`config.mk`:
```
export PLATFORM = sky130hd
export DESIGN_NAME = recoded_to_ieee_pipe
export DESIGN_NICKNAME = d
export VERILOG_FILES = /design/src/rtl/recoded_to_ieee_pkg.sv /design/src/rtl/recoded_to_ieee_lane.sv /design/src/rtl/recoded_to_ieee_pipe.sv
export SDC_FILE = /design/constraint.sdc
export NUM_CORES = 1
export LEC_CHECK = 0
export BUFFER_PORTS_ARGS = -buffer_cell sky130_fd_sc_hd__buf_2
export CAP_MARGIN = 10
export CORE_UTILIZATION = 49
export CTS_BUF_LIST = sky130_fd_sc_hd__clkbuf_2
export DETAILED_ROUTE_END_ITERATION = 10
export GPL_ROUTABILITY_DRIVEN = 0
export HOLD_SLACK_MARGIN = 0.05
export PLACE_DENSITY = 0.71
export SETUP_SLACK_MARGIN = 0.5
export SLEW_MARGIN = 5
export SYNTH_ARGS = -nofsm -noshare
export SYNTH_HDL_FRONTEND = slang
export SYNTH_SLANG_ARGS = --single-unit
export TNS_END_PERCENT = 10
```
`constraint.sdc`:
```
create_clock -name clk -period 2.5 [get_ports clk]
set_clock_uncertainty 0.05 [all_clocks]
set_input_delay 0.125 -clock clk [delete_from_list [all_inputs] [get_ports clk]]
set_output_delay 0.125 -clock clk [all_outputs]
set_load 0.02 [all_outputs]
```
`src/rtl/recoded_to_ieee_pkg.sv`:
```
// Shared definitions for the recoded-to-IEEE floating-point converter.
//   - ceil_log2   : constant helper for sizing counters/indices
//   - REC_CLS_*   : top-bit class encodings of the recoded exponent
//   - rec_bias    : the B+1 bias (B = 2^(EXP_SIZE-1)) removed from normal exponents
//   - lane_class_e: per-lane decoded class
package recoded_to_ieee_pkg;

  // Recoded exponent top bits: 000 = zero, 11x = special, 111 = NaN.
  localparam logic [2:0] REC_CLS_ZERO    = 3'b000;
  localparam logic [1:0] REC_CLS_SPECIAL = 2'b11;
  localparam logic [2:0] REC_CLS_NAN     = 3'b111;

  typedef enum logic [2:0] {
    LC_ZERO,
    LC_SUBNORMAL,
    LC_NORMAL,
    LC_INF,
    LC_NAN
  } lane_class_e;

  function automatic int ceil_log2(input int value);
    int r;
    r = 0;
    for (int i = 0; i < 31; i++) begin
      if ((1 << i) < value) r = i + 1;
    end
    return r;
  endfunction

  // B+1, the offset between recoded and IEEE exponents for normal numbers.
  function automatic int rec_bias(input int exp_size);
    return (1 << (exp_size - 1)) + 1;
  endfunction

endpackage

```
`src/rtl/recoded_to_ieee_lane.sv`:
```
// Combinational conversion of one recoded float (sign, EXP_SIZE+1 exponent,
// SIG_SIZE-1 fraction) into IEEE format.
// Ports:
//   rec_i   : recoded value, SIZE+1 bits (SIZE = EXP_SIZE+SIG_SIZE)
//   value_o : IEEE value, SIZE bits
//   snan_o  : input is a signalling NaN (fraction MSB clear)
module recoded_to_ieee_lane
  import recoded_to_ieee_pkg::*;
#(
  parameter int EXP_SIZE  = 8,
  parameter int SIG_SIZE  = 24,
  parameter int CANON_NAN = 0
) (
  input  logic [EXP_SIZE+SIG_SIZE:0]   rec_i,
  output logic [EXP_SIZE+SIG_SIZE-1:0] value_o,
  output logic                         snan_o
);

  localparam int SIZE    = EXP_SIZE + SIG_SIZE;
  localparam int EW      = EXP_SIZE + 1;
  localparam int FW      = SIG_SIZE - 1;
  localparam int BIAS_P1 = rec_bias(EXP_SIZE);
  localparam int B       = BIAS_P1 - 1;
  localparam int NORM_LO = B + 2;
  localparam int NORM_HI = 3 * B;            // exclusive
  localparam int SUB_LO  = B - SIG_SIZE + 3;
  localparam int SUB_HI  = B + 1;
  localparam logic [SIZE-1:0] CANON_QNAN =
    {1'b0, {EXP_SIZE{1'b1}}, 1'b1, {(SIG_SIZE-2){1'b0}}};

  logic              sign;
  logic [EW-1:0]     exp_rec;
  logic [FW-1:0]     frac;
  int                exp_int;
  lane_class_e       cls;
  logic [EW-1:0]     shamt;
  logic [FW-1:0]     sub_frac;
  logic [EXP_SIZE-1:0] exp_ieee;

  assign sign     = rec_i[SIZE];
  assign exp_rec  = rec_i[SIZE-1:FW];
  assign frac     = rec_i[FW-1:0];
  assign exp_int  = int'(exp_rec);

  // For subnormals the hidden one is shifted right by B+2-e (1..SIG_SIZE-1).
  assign shamt    = EW'(NORM_LO) - exp_rec;
  assign sub_frac = FW'({1'b1, frac} >> shamt);
  assign exp_ieee = EXP_SIZE'(exp_rec - EW'(BIAS_P1));

  // Exponents outside every named range collapse to a signed zero.
  always_comb begin
    cls = LC_ZERO;
    if (exp_rec[EW-1 -: 3] == REC_CLS_ZERO) begin
      cls = LC_ZERO;
    end else if (exp_rec[EW-1 -: 3] == REC_CLS_NAN) begin
      cls = LC_NAN;
    end else if (exp_rec[EW-1 -: 2] == REC_CLS_SPECIAL) begin
      cls = LC_INF;
    end else if (exp_int >= NORM_LO && exp_int < NORM_HI) begin
      cls = LC_NORMAL;
    end else if (exp_int >= SUB_LO && exp_int <= SUB_HI) begin
      cls = LC_SUBNORMAL;
    end
  end

  always_comb begin
    value_o = '0;
    snan_o  = 1'b0;
    case (cls)
      LC_NORMAL:    value_o = {sign, exp_ieee, frac};
      LC_SUBNORMAL: value_o = {sign, {EXP_SIZE{1'b0}}, sub_frac};
      LC_INF:       value_o = {sign, {EXP_SIZE{1'b1}}, {FW{1'b0}}};
      LC_NAN: begin
        // Signalling status reflects the input even when the NaN is canonicalised.
        snan_o  = ~frac[FW-1];
        value_o = (CANON_NAN != 0) ? CANON_QNAN : {sign, {EXP_SIZE{1'b1}}, frac};
      end
      default:      value_o = {sign, {(SIZE-1){1'b0}}};
    endcase
  end

endmodule

```
`src/rtl/recoded_to_ieee_pipe.sv`:
```
// LANES-wide recoded-to-IEEE converter followed by a STAGES-deep (1..4)
// elastic register pipeline carrying data, tag and signalling-NaN flags.
// Ports:
//   clk, rst_n           : clock, asynchronous active-low reset
//   in_valid/in_ready    : input handshake
//   in_data              : LANES recoded values, lane k at [k*(SIZE+1) +: SIZE+1]
//   in_tag               : sideband tag travelling with the beat
//   out_valid/out_ready  : output handshake
//   out_data             : LANES IEEE values, lane k at [k*SIZE +: SIZE]
//   out_tag, out_snan    : tag and per-lane signalling-NaN flags
//
// Handshake: a beat moves across an interface on a rising edge where valid
// and ready are both high. out_valid/out_data/out_tag/out_snan hold while
// out_valid=1 and out_ready=0. Stage i loads whenever it or any later stage
// is empty, or the output accepts, so bubbles collapse and a full pipe can
// accept and emit in the same cycle. in_ready follows out_ready
// combinationally; in_data only reaches the outputs through registers.
module recoded_to_ieee_pipe
  import recoded_to_ieee_pkg::*;
#(
  parameter int EXP_SIZE  = 8,
  parameter int SIG_SIZE  = 24,
  parameter int LANES     = 1,
  parameter int STAGES    = 2,
  parameter int TAG_W     = 4,
  parameter int CANON_NAN = 0
) (
  input  logic                                  clk,
  input  logic                                  rst_n,
  input  logic                                  in_valid,
  output logic                                  in_ready,
  input  logic [LANES*(EXP_SIZE+SIG_SIZE+1)-1:0] in_data,
  input  logic [TAG_W-1:0]                      in_tag,
  output logic                                  out_valid,
  input  logic                                  out_ready,
  output logic [LANES*(EXP_SIZE+SIG_SIZE)-1:0]  out_data,
  output logic [TAG_W-1:0]                      out_tag,
  output logic [LANES-1:0]                      out_snan
);

  localparam int SIZE = EXP_SIZE + SIG_SIZE;
  localparam int DW   = LANES * SIZE;
  localparam int PW   = LANES + TAG_W + DW;   // {snan, tag, data}

  logic [DW-1:0]    conv_data;
  logic [LANES-1:0] conv_snan;

  for (genvar k = 0; k < LANES; k++) begin : g_lane
    recoded_to_ieee_lane #(
      .EXP_SIZE  (EXP_SIZE),
      .SIG_SIZE  (SIG_SIZE),
      .CANON_NAN (CANON_NAN)
    ) u_lane (
      .rec_i   (in_data[k*(SIZE+1) +: SIZE+1]),
      .value_o (conv_data[k*SIZE +: SIZE]),
      .snan_o  (conv_snan[k])
    );
  end

  logic [STAGES-1:0] vld_q;
  logic [STAGES-1:0] vld_d;
  logic [STAGES-1:0] load;
  logic [PW-1:0]     pay_q [STAGES];
  logic [PW-1:0]     pay_d [STAGES];

  // Stage i may shift if any stage from i to the end has a hole, or the
  // output is taking the last stage this cycle.
  always_comb begin
    for (int i = 0; i < STAGES; i++) begin
      load[i] = out_ready;
      for (int j = i; j < STAGES; j++) begin
        if (!vld_q[j]) load[i] = 1'b1;
      end
    end
  end

  always_comb begin
    for (int i = 0; i < STAGES; i++) begin
      vld_d[i] = vld_q[i];
      pay_d[i] = pay_q[i];
    end
    if (load[0]) begin
      vld_d[0] = in_valid;
      if (in_valid) pay_d[0] = {conv_snan, in_tag, conv_data};
    end
    for (int i = 1; i < STAGES; i++) begin
      if (load[i]) begin
        vld_d[i] = vld_q[i-1];
        if (vld_q[i-1]) pay_d[i] = pay_q[i-1];
      end
    end
  end

  always_ff @(posedge clk or negedge rst_n) begin
    if (!rst_n) begin
      vld_q <= '0;
      for (int i = 0; i < STAGES; i++) pay_q[i] <= '0;
    end else begin
      vld_q <= vld_d;
      for (int i = 0; i < STAGES; i++) pay_q[i] <= pay_d[i];
    end
  end

  assign in_ready  = load[0];
  assign out_valid = vld_q[STAGES-1];
  assign {out_snan, out_tag, out_data} = pay_q[STAGES-1];

endmodule

```
; After elaboration in Yosys (flattened, before gate mapping)
; Index checks and enable logic that the tools add are counted.
[classes]
n_addsub = 2
mul = 0
div = 0
n_lt_le_gt_ge = 4
eq_ne = 6
n_shift = 1
muxes = 10
n_bitwise = 1
reduce_logical = 5
[ops]
columns = op, n
row1 = $pmux W31 S4, 1
row2 = $shr A24 B9 Y23, 1
row3 = $mux W3, 4
row4 = $ge A9 B7 Y1 const B, 1
row5 = $ge A9 B8 Y1 const B, 1
row6 = $le A9 B8 Y1 const B, 1
row7 = $lt A9 B9 Y1 const B, 1
row8 = $sub A8 B9 Y9 const A, 1
row9 = $sub A8 B8 Y8 const B, 1
row10 = $eq A3 B2 Y1 const B, 2
row11 = $eq A3 B3 Y1 const B, 2
row12 = $mux W1, 5
row13 = $reduce_and A2 Y1, 2
row14 = $eq A3 B1 Y1 const B, 1
row15 = $logic_not A3 Y1, 1
row16 = $eq A2 B2 Y1 const B, 1
row17 = $logic_and A1 B1 Y1, 2
row18 = $not A1 Y1, 1
[totals]
ff_bits = 76
latchBits = 0
ram_bits = 0
romBits = 0
inputBits = 41
output_inout_bits = 39
wordCells = 33
memories = 0

; Longest topological paths before layout
; Gate-level depths: netlist (run 1).
[logic_depth]
word_depth = 9
ltp_mapped = 12
ltp_nobuf = 8

; By module
; Synthesis (run 1) repeated with hierarchy kept, for this count alone.
[hier_totals]
cells_unflattened = 438
hier_area_um2 = 5139.9
[by_module_without_submodules]
columns = mod, n_inst, cells_each, area_each_um2
row1 = recoded_to_ieee_pipe, 1, 198, 3285.7
row2 = recoded_to_ieee_lane, 1, 240, 1854.3

; Worst setup path after synthesis (run 1)
; No wires, ideal clock.
[synth_path]
path_kind = input-to-reg
startpoint = in in_data[23]
endpoint = reg pay_q[41] (netlist bit)
t_arrival_ps = 2396
required_time_ps = 2324
setup_slack_ps = -73
path_stages = 12
path_buffers = 4
cell_sequence = inv_2 -> clkbuf_1 -> ha_1 -> clkbuf_1 -> buf_1 -> buf_2 -> mux2i_1 -> mux2i_1 -> mux2i_1 -> o21ai_0 -> o21ai_0 -> o22ai_1
[synth_between]
elab_chain_cells = 9
[synth_rtl]
columns = element, line
row1 = start: declaration, recoded_to_ieee_pipe.sv:32  ; input logic [LANES*(EXP_SIZE+SIG_SIZE+1)-1:0] in_data,
row2 = $ge A9 B7 Y1 / $le A9 B8 Y1 (equally long branches), recoded_to_ieee_lane.sv:61  ; end else if (exp_int >= SUB_LO && exp_int <= SUB_HI) begin
row3 = $logic_and A1 B1 Y1, recoded_to_ieee_lane.sv:61
row4 = $mux W1, recoded_to_ieee_lane.sv:61
row5 = $mux W3, recoded_to_ieee_lane.sv:59  ; end else if (exp_int >= NORM_LO && exp_int < NORM_HI) begin
row6 = $mux W3, recoded_to_ieee_lane.sv:57  ; end else if (exp_rec[EW-1 -: 2] == REC_CLS_SPECIAL) begin
row7 = $mux W3, recoded_to_ieee_lane.sv:55  ; end else if (exp_rec[EW-1 -: 3] == REC_CLS_NAN) begin
row8 = $mux W3, recoded_to_ieee_lane.sv:53  ; if (exp_rec[EW-1 -: 3] == REC_CLS_ZERO) begin
row9 = "$eq A3 B3 Y1, or another cell as far along", recoded_to_ieee_lane.sv:69  ; case (cls)
row10 = $pmux W31 S4 *, recoded_to_ieee_lane.sv:69
row11 = end: declaration, recoded_to_ieee_pipe.sv:63  ; logic [PW-1:0] pay_q [STAGES];
; Mark *: on every way between the ends. The rest lies on a longest branch, timed or not.
; A chain may end at the register's enable or synchronous reset.

; Worst setup path after layout (run 1)
[layout_path]
startpoint = in in_data[23]
endpoint = reg pay_q[65] (netlist bit)
; The elaborated chain is that of the path after synthesis.

==> metrics.txt, run 1 <==
# TYPE chip_impl_metric gauge
chip_impl_metric{name="largest_net_degree_at_the_start_of_global_routing",unit=""} 77
chip_impl_metric{name="synth.top_cell.area_share",unit="%"} 38.7
chip_impl_metric{name="arrival_time_worst_endpoint",unit="ps"} 2330
chip_impl_metric{name="netlist_instances",unit=""} 500
chip_impl_metric{name="number_of_iterations_in_the_first_detailed_routing_pass",unit=""} 5
chip_impl_metric{name="post_cts.repair.setup_buffers",unit=""} 0
chip_impl_metric{name="min_period_over_period",unit="%"} 74.3
chip_impl_metric{name="seq_area_frac_synth",unit="%"} 38.7
chip_impl_metric{name="drt_drc_violations_left",unit=""} 0
chip_impl_metric{name="crit_required",unit="ps"} 2970
chip_impl_metric{name="fp.coreArea",unit="um^2"} 9730
chip_impl_metric{name="irDropWorstVdd",unit="uV"} 257
chip_impl_metric{name="post_route_cells_drive_above_1_share",unit="%"} 30.2
chip_impl_metric{name="worst_pin_slew",unit="ps"} 947
chip_impl_metric{name="placed_cell_area",unit="um^2"} 5240
chip_impl_info{name="synthFlopType",value="dfrtp_1"} 1
chip_impl_metric{name="maxCapViolCount",unit=""} 0
chip_impl_metric{name="max_freq",unit="MHz"} 538
chip_impl_metric{name="floorplan.die_area",unit="um^2"} 10400
chip_impl_metric{name="place.port_buffers",unit=""} 79
chip_impl_info{name="most_area_hungry_cell_type_in_the_yosys_netlist",value="dfrtp_1"} 1
chip_impl_metric{name="hold_ws",unit="ps"} 109
chip_impl_info{name="critPathSlowestCell",value="dlygate4sd3_1"} 1
chip_impl_metric{name="setup-violations-final",unit=""} 0
chip_impl_metric{name="post_synth_edffs",unit=""} 0
chip_impl_metric{name="post_layout_minimum_cycle_time",unit="ps"} 1860
chip_impl_metric{name="detail_route.wl_per_cell",unit="um"} 17.2
chip_impl_info{name="final_cell_mix",value="buf_2, dfrtp_1, nand2_1"} 1
chip_impl_metric{name="track_usage",unit="%"} 24.6
chip_impl_metric{name="slew_violations",unit=""} 0
chip_impl_metric{name="cp_max_fo",unit=""} 11
chip_impl_info{name="setup.worst_path.start_class",value="input port"} 1
chip_impl_info{name="synthTopCellsByArea",value="dfrtp_1, mux2_2, mux2i_1"} 1
chip_impl_info{name="crit_path_cell_trace",value="buf_2 -> inv_4 -> ha_1 -> nor4bb_1 -> o31a_1 -> o21ai_2 -> buf_4 -> a21oi_1 -> dlygate4sd3_1 -> o22a_1"} 1
chip_impl_metric{name="initial_utilization",unit="%"} 50.5
chip_impl_metric{name="die-width",unit="um"} 102
chip_impl_metric{name="tritoncts_buffers",unit=""} 9
chip_impl_metric{name="timing.setup.tns",unit="ps"} 0
chip_impl_metric{name="timing.reg2reg.worst_path_depth",unit=""} 5
chip_impl_metric{name="hold_viol",unit=""} 0
chip_impl_info{name="cp_class",value="input port to register"} 1
chip_impl_info{name="run_status",value="finished, final reports clean"} 1
chip_impl_metric{name="cell_area_after_technology_mapping",unit="um^2"} 4910
chip_impl_metric{name="place.detailed.hpwl",unit="mm"} 8.45
chip_impl_metric{name="worst_slew_margin_rel",unit="%"} 36.9
chip_impl_metric{name="cellPowerDensity",unit="nW/um^2"} 636
chip_impl_info{name="worstHoldStart",value="in_data[30]"} 1
chip_impl_info{name="worstReg2RegStart",value="vld_q[1]"} 1
chip_impl_metric{name="clkSinkCount",unit=""} 76
chip_impl_metric{name="count_of_h_tree_levels_built_during_cts",unit=""} 3
chip_impl_info{name="rr_endpoint",value="pay_q[40]"} 1
chip_impl_metric{name="crit_path_max_incr_delay",unit="ps"} 580
chip_impl_metric{name="critical_path.n_buffers_inverters",unit=""} 4
chip_impl_metric{name="via_count",unit=""} 4130
chip_impl_metric{name="drt_first_iter_violations",unit=""} 216
chip_impl_metric{name="avgSynthCellArea",unit="um^2"} 9.83
chip_impl_metric{name="mappedNetlistNets",unit=""} 546
chip_impl_metric{name="top_level_ports",unit=""} 80
chip_impl_metric{name="row_count",unit=""} 36
chip_impl_info{name="worst_hold_path.endpoint",value="pay_q[67]"} 1
chip_impl_metric{name="final_design_area_no_fill",unit="um^2"} 5780
chip_impl_metric{name="layout-area-overhead-vs-synth",unit="%"} 17.5
chip_impl_metric{name="regArea",unit="um^2"} 1900
chip_impl_info{name="critical_path.top_delay_family",value="buffers and inverters"} 1
chip_impl_info{name="hp-class",value="input port to register"} 1
chip_impl_metric{name="leakage",unit="nW"} 2.58
chip_impl_metric{name="postRouteAntennaNets",unit=""} 0
chip_impl_metric{name="antenna_diode_count",unit=""} 0
chip_impl_metric{name="fillerInstances",unit=""} 862
chip_impl_metric{name="holdPathStages",unit=""} 5
chip_impl_metric{name="viasPerCell",unit=""} 5.77
chip_impl_info{name="cts_tree",value="built"} 1
chip_impl_metric{name="wirelength",unit="mm"} 12.3
chip_impl_metric{name="floorplan.die.height",unit="um"} 102
chip_impl_metric{name="globalRoute.totalOverflow",unit=""} 0
chip_impl_metric{name="ys_types",unit=""} 62
chip_impl_info{name="grt_setup_unrepaired",value="false"} 1
chip_impl_metric{name="finish.net_count",unit=""} 624
chip_impl_metric{name="share_of_synthesized_flip_flops_with_an_asynchronous_set_or_reset",unit="%"} 100
chip_impl_metric{name="antenna_found_initial",unit=""} 0
chip_impl_metric{name="max-clock-path-buffers",unit=""} 2
chip_impl_info{name="mostFrequentLayoutCell",value="buf_2"} 1
chip_impl_metric{name="reg2reg_setup_slack",unit="ps"} 710
chip_impl_metric{name="number_of_global_route_vias_before_repair",unit=""} 3918
chip_impl_metric{name="insertion_delay",unit="ps"} 550
chip_impl_metric{name="postSynthRegisterBits",unit=""} 76
chip_impl_metric{name="synth-warning-count",unit=""} 0
chip_impl_info{name="crit_path_end_kind",value="register"} 1
chip_impl_metric{name="total_area_of_multi_input_combinational_cells",unit="um^2"} 2580
chip_impl_metric{name="worst_setup_hold_path_clk_slew",unit="ps"} 220
chip_impl_metric{name="grt_pass1_wl",unit="mm"} 19.6
chip_impl_info{name="cts.root.buffer_cell",value="clkbuf_2"} 1
-- flip-flops by register name, summed over array words and instances, names as in the netlist --
signal	flops
out_tag	4
vld_q	2
pay_q	37
out_snan	1
out_data	32
-- cell usage after synthesis (3+ instances only) --
| cell | n |
|---|---|
| nand3_1 | 6 |
| clkbuf_1 | 21 |
| nor3_1 | 5 |
| buf_1 | 4 |
| o22a_1 | 8 |
| buf_2 | 8 |
| a31oi_1 | 7 |
| o22ai_1 | 9 |
| dfrtp_1 | 76 |
| nand2_1 | 47 |
| and2_1 | 8 |
| a211oi_1 | 5 |
| nor2_1 | 33 |
| nand2b_1 | 6 |
| ha_1 | 5 |
| mux4_2 | 7 |
| mux2_2 | 39 |
| buf_4 | 37 |
| xnor2_1 | 8 |
| o2bb2ai_1 | 3 |
| inv_1 | 6 |
| a22o_1 | 4 |
| o21ai_0 | 15 |
| a211o_1 | 5 |
| mux2i_1 | 36 |
| o31ai_1 | 7 |
| nand4_1 | 4 |
| a21oi_1 | 40 |
-- layer usage --
| metal | share of wire (%) | global-route usage, % | vias to the layer above |
|---|---|---|---|
| li1 | - | - | 1938 |
| met1 | 44 | 32.6 | 2022 |
| met2 | 49 | 40.3 | 156 |
| met3 | 6.3 | 4.10 | 14 |
| met4 | 1.5 | 9.89 | 0 |
| met5 | 0 | 0 | - |
-- stage by stage --
| step | total power, mW | utilization [%] | instances | setup slack [ps] |
|---|---|---|---|---|
| after floorplan | 2.64 | - | 500 | 435 |
| after global placement | 2.82 | 53.9 | 661 | 238 |
| after detailed placement | 2.85 | 53.9 | 661 | 152 |
| after CTS | 3.69 | 59.3 | 716 | 529 |
| after global routing | 3.87 | 59.4 | 716 | 548 |
| final | 3.67 | 59.4 | 716 | 643 |
-- report_power, final --
group / internal [mW] / leakage [nW] / total [mW] / switching (mW)
registers: 1.47 / 0.906 / 1.58 / 0.119
logic: 0.557 / 1.60 / 1.30 / 0.746
clock network: 0.335 / 0.0798 / 0.785 / 0.450
total: 2.36 / 2.58 / 3.67 / 1.31
-- repair_timing --
action / in CTS / in global routing
hold endpoints to repair: 110 / 0
setup endpoints to repair: 0 / 12
hold buffers: 39 / 0
gates resized for setup: 0 / 2
-- logic make-up (layout without fill, tap and decap cells) --
logic type,Yosys count,after routing,synth area share (%)
compound gates,120,120,16.2
simple gates,128,128,13.3
xor+xnor,10,10,1.78
flops,76,76,38.7
mux,82,82,19.5
buf+inv,78,161,9.14
fa+ha+maj,6,6,1.48
-- layout make-up --
type | count | area share (%)
Sequential cell | 76 | 32.9
Multi-Input combinational cell | 346 | 44.6
Timing Repair Buffer | 138 | 16.7
Clock buffer | 10 | 0.866
Tap cell | 133 | 2.88
Clock inverter | 6 | 1.54
Inverter | 7 | 0.498
-- tightest hold or removal path: stages --
cell and delay, ps:
buf_2 150, inv_1 130, xnor2_1 90, nor2_1 80
o22a_1 130
-- how the worst max path moves through the flow --
stage / from / endpoint / slack, ps / cells past startpoint
after detailed placement: in_data[23] / pay_q[48] / 150 / 9
after CTS: vld_q[0] / pay_q[40] / 530 / 5
after floorplan: in_data[29] / pay_q[53] / 430 / 7
after global routing: in_data[23] / pay_q[47] / 550 / 9
final: in_data[23] / pay_q[65] / 640 / 10
after global placement: in_data[23] / pay_q[48] / 240 / 9
No activity file was read; power rests on OpenSTA's default activity.
==> run 2: changes to the inputs <==
--- a/config.mk
+++ b/config.mk
@@ -12,7 +12,7 @@
 export DETAILED_ROUTE_END_ITERATION = 10
 export GPL_ROUTABILITY_DRIVEN = 0
 export HOLD_SLACK_MARGIN = 0.05
-export PLACE_DENSITY = 0.71
+export PLACE_DENSITY = 0.74
 export SETUP_SLACK_MARGIN = 0.5
 export SLEW_MARGIN = 5
 export SYNTH_ARGS = -nofsm -noshare
==> constraint.sdc (replaced) <==
create_clock -name clk -period 1.7 [get_ports clk]
set_clock_uncertainty 0.05 [all_clocks]
set_input_delay 0.085 -clock clk [delete_from_list [all_inputs] [get_ports clk]]
set_output_delay 0.085 -clock clk [all_outputs]
set_load 0.02 [all_outputs]
==> run 2 against run 1 <==
The flow now finishes with violations (negative hold slack). Clock power is 27% higher. First-iteration DRC count is 13% higher. Clock-buffer cell count is 1 lower. Total power grew 50%. Cell area is 11% higher. Register-to-register slack lost 490 ps. Sequential cell count unchanged. Critical path type unchanged. Critical endpoint is now pay_q[47]. Largest power group unchanged.
==> metrics.txt, run 2 (synthesized netlist as in run 1, its figures left out) <==
# TYPE chip_impl_metric gauge
chip_impl_info{name="run_status",value="finished, violations left"} 1
chip_impl_info{name="failed_checks",value="negative hold slack"} 1
chip_impl_info{name="largest_register",value="pay_q"} 1
chip_impl_metric{name="cp_max_fo",unit=""} 6
chip_impl_info{name="cp_class",value="input port to register"} 1
chip_impl_metric{name="post-route-worst-setup-slack",unit="ps"} 146
chip_impl_metric{name="placed_cell_area",unit="um^2"} 5700
chip_impl_metric{name="worst_setup_hold_path_clk_slew",unit="ps"} 210
chip_impl_metric{name="cts.hold.buffers_added",unit=""} 38
chip_impl_metric{name="worst_slew_margin_rel",unit="%"} 66.1
chip_impl_info{name="cts_tree",value="built"} 1
chip_impl_metric{name="post_layout_minimum_cycle_time",unit="ps"} 1550
chip_impl_metric{name="timing.setup.tns",unit="ps"} 0
chip_impl_metric{name="drt_first_iter_violations",unit=""} 244
chip_impl_metric{name="track_usage",unit="%"} 26.8
chip_impl_metric{name="cellPowerDensity",unit="nW/um^2"} 860
chip_impl_metric{name="detail_route.wl_per_cell",unit="um"} 17.5
chip_impl_info{name="crit_path_end_kind",value="register"} 1
chip_impl_metric{name="crit_path_max_incr_delay",unit="ps"} 380
chip_impl_info{name="crit_path_cell_trace",value="buf_8 -> or3_4 -> o31a_1 -> nor4_4 -> buf_4 -> nand4_4 -> a211o_1 -> a21oi_2"} 1
chip_impl_metric{name="placed_cells",unit=""} 715
chip_impl_metric{name="initial_utilization",unit="%"} 50.5
chip_impl_metric{name="globalRoute.totalOverflow",unit=""} 0
chip_impl_metric{name="drt_drc_violations_left",unit=""} 0
chip_impl_metric{name="crit_required",unit="ps"} 2150
chip_impl_metric{name="combinationalPowerShare",unit="%"} 39.7
chip_impl_metric{name="max-clock-path-buffers",unit=""} 2
chip_impl_metric{name="max_freq",unit="MHz"} 643
chip_impl_metric{name="slew_violations",unit=""} 0
chip_impl_metric{name="number_of_iterations_in_the_first_detailed_routing_pass",unit=""} 7
chip_impl_metric{name="number_of_global_route_vias_before_repair",unit=""} 4399
chip_impl_metric{name="layout-area-overhead-vs-synth",unit="%"} 30.7
chip_impl_info{name="hp-class",value="input port to register"} 1
chip_impl_metric{name="finish.net_count",unit=""} 681
chip_impl_metric{name="leakage",unit="nW"} 2.91
chip_impl_metric{name="die-width",unit="um"} 102
chip_impl_metric{name="fillerInstances",unit=""} 759
chip_impl_metric{name="detailedPlace.worstSlack",unit="ps"} -457
chip_impl_metric{name="viasPerCell",unit=""} 5.85
chip_impl_metric{name="setup-violations-final",unit=""} 0
chip_impl_info{name="critPathSlowestCell",value="or3_4"} 1
chip_impl_metric{name="top_level_ports",unit=""} 80
chip_impl_metric{name="largest_reg_flops",unit=""} 37
chip_impl_metric{name="maxCapViolCount",unit=""} 0
chip_impl_metric{name="grt_pass1_wl",unit="mm"} 21.5
chip_impl_metric{name="finalPower",unit="mW"} 5.52
chip_impl_metric{name="p_int",unit="mW"} 3.50
chip_impl_info{name="grt_setup_unrepaired",value="true"} 1
chip_impl_metric{name="min_period_over_period",unit="%"} 91.4
chip_impl_metric{name="irDropWorstVdd",unit="uV"} 415
chip_impl_metric{name="largest_net_degree_at_the_start_of_global_routing",unit=""} 53
chip_impl_metric{name="count_of_h_tree_levels_built_during_cts",unit=""} 3
chip_impl_metric{name="tritoncts_buffers",unit=""} 9
chip_impl_metric{name="place.port_buffers",unit=""} 79
chip_impl_metric{name="p_sw_share",unit="%"} 36.6
chip_impl_metric{name="via_count",unit=""} 4519
chip_impl_metric{name="critical_path.n_buffers_inverters",unit=""} 2
chip_impl_metric{name="hold_viol",unit=""} 1
chip_impl_info{name="mostFrequentLayoutCell",value="dfrtp_1"} 1
chip_impl_metric{name="place.detailed.hpwl",unit="mm"} 9.27
chip_impl_metric{name="worst_pin_slew",unit="ps"} 506
chip_impl_metric{name="postRouteAntennaNets",unit=""} 0
chip_impl_info{name="final_cell_mix",value="dfrtp_1, buf_2, buf_4"} 1
chip_impl_metric{name="final_design_area_no_fill",unit="um^2"} 6420
chip_impl_metric{name="arrival_time_worst_endpoint",unit="ps"} 2000
chip_impl_metric{name="hold_ws",unit="ps"} -239
chip_impl_metric{name="insertion_delay",unit="ps"} 550
chip_impl_metric{name="layout.cells.non_filler",unit=""} 773
chip_impl_metric{name="fp.coreArea",unit="um^2"} 9730
chip_impl_metric{name="floorplan.die.height",unit="um"} 102
chip_impl_metric{name="wirelength",unit="mm"} 13.6
chip_impl_metric{name="floorplan.die_area",unit="um^2"} 10400
chip_impl_metric{name="switchingPower",unit="mW"} 2.02
chip_impl_info{name="setup.worst_path.start_class",value="input port"} 1
chip_impl_metric{name="power.sequential.fraction",unit="%"} 42.2
chip_impl_info{name="critical_path.top_delay_family",value="simple AND/OR/NAND/NOR gates"} 1
chip_impl_metric{name="post_route_cells_drive_above_1_share",unit="%"} 39.2
chip_impl_metric{name="row_count",unit=""} 36
chip_impl_metric{name="antenna_found_initial",unit=""} 0
chip_impl_metric{name="clkSinkCount",unit=""} 76
chip_impl_info{name="cts.root.buffer_cell",value="clkbuf_2"} 1
chip_impl_metric{name="antenna_diode_count",unit=""} 0
chip_impl_metric{name="clock_power_share",unit="%"} 18.1
-- run 2: cell types whose count changed in the layout (fill, tap and decap cells not counted), moves of 2 or more --
cell / delta
a21oi_2: +3
o31ai_1: -2
o22ai_1: -4
o31ai_2: +2
o22ai_2: +4
buf_12: +6
buf_6: +4
a21oi_1: -3
buf_8: +3
buf_2: -5
clkinv_2: +3
buf_4: +50
-- run 2: worst paths after layout --
check / from / endpoint / slack [ps] / cells after the start
min in group asynchronous: rst_n / pay_q[64] / 420 / 3
hold reg to reg: pay_q[71] / pay_q[71] / 450 / 2
hold / removal: out_ready / vld_q[1] / -240 / 3
max in group asynchronous: rst_n / out_data[10] / 600 / 4
setup / recovery: in_data[27] / pay_q[47] / 150 / 8
setup reg to reg: vld_q[0] / pay_q[56] / 220 / 5
-- run 2: cell type report --
| type | instances | area, um^2 | share of cell area (%) |
|---|---|---|---|
| flip-flops and latches | 76 | 1900 | 29.6 |
| clock buffers | 9 | 45.0 | 0.701 |
| multi-input cells | 346 | 2700 | 42.1 |
| well taps | 133 | 166 | 2.59 |
| clock inverters | 7 | 66.3 | 1.03 |
| repair buffers | 195 | 1510 | 23.6 |
| inverters | 7 | 28.8 | 0.448 |
-- run 2: metal layers --
| layer | global-route usage, % | vias to the layer above | wire (um) |
|---|---|---|---|
| met5 | 0 | - | 0 |
| met4 | 13.6 | 0 | 419 |
| met3 | 4.99 | 41 | 933 |
| met2 | 43.5 | 219 | 6410 |
| met1 | 34.4 | 2210 | 5790 |
| li1 | - | 2049 | - |
-- run 2: power groups by stage --
| stage | Clock [mW] | Combinational [mW] | Sequential, mW |
|---|---|---|---|
| 2_1_floorplan | 0 | 1.57 | 2.32 |
| 3_3_place_gp | 0 | 1.97 | 2.35 |
| 3_5_place_dp | 0 | 2.01 | 2.37 |
| 4_1_cts | 1.02 | 2.14 | 2.33 |
| 5_1_grt | 1.11 | 2.36 | 2.38 |
| 6_report | 0.999 | 2.19 | 2.33 |
-- run 2: worst min-delay path: stages --
cell and delay (ps):
buf_2 80, nand2b_1 120, nand2b_1 60
-- run 2: through the flow --
stage | hold slack (ps) | utilization [%]
2_1_floorplan | -261 | -
3_3_place_gp | -45.4 | 58.6
3_5_place_dp | -33.6 | 58.6
4_1_cts | -264 | 65.2
5_1_grt | -261 | 66.0
6_report | -239 | 66.0
-- run 2: timing repair --
item	CTS	global route
resized for setup	32	13
gates cloned	0	0
buffers inserted	2	2
pin swaps	10	7
endpoints found under the setup margin	113	113
hold endpoints to repair	112	2
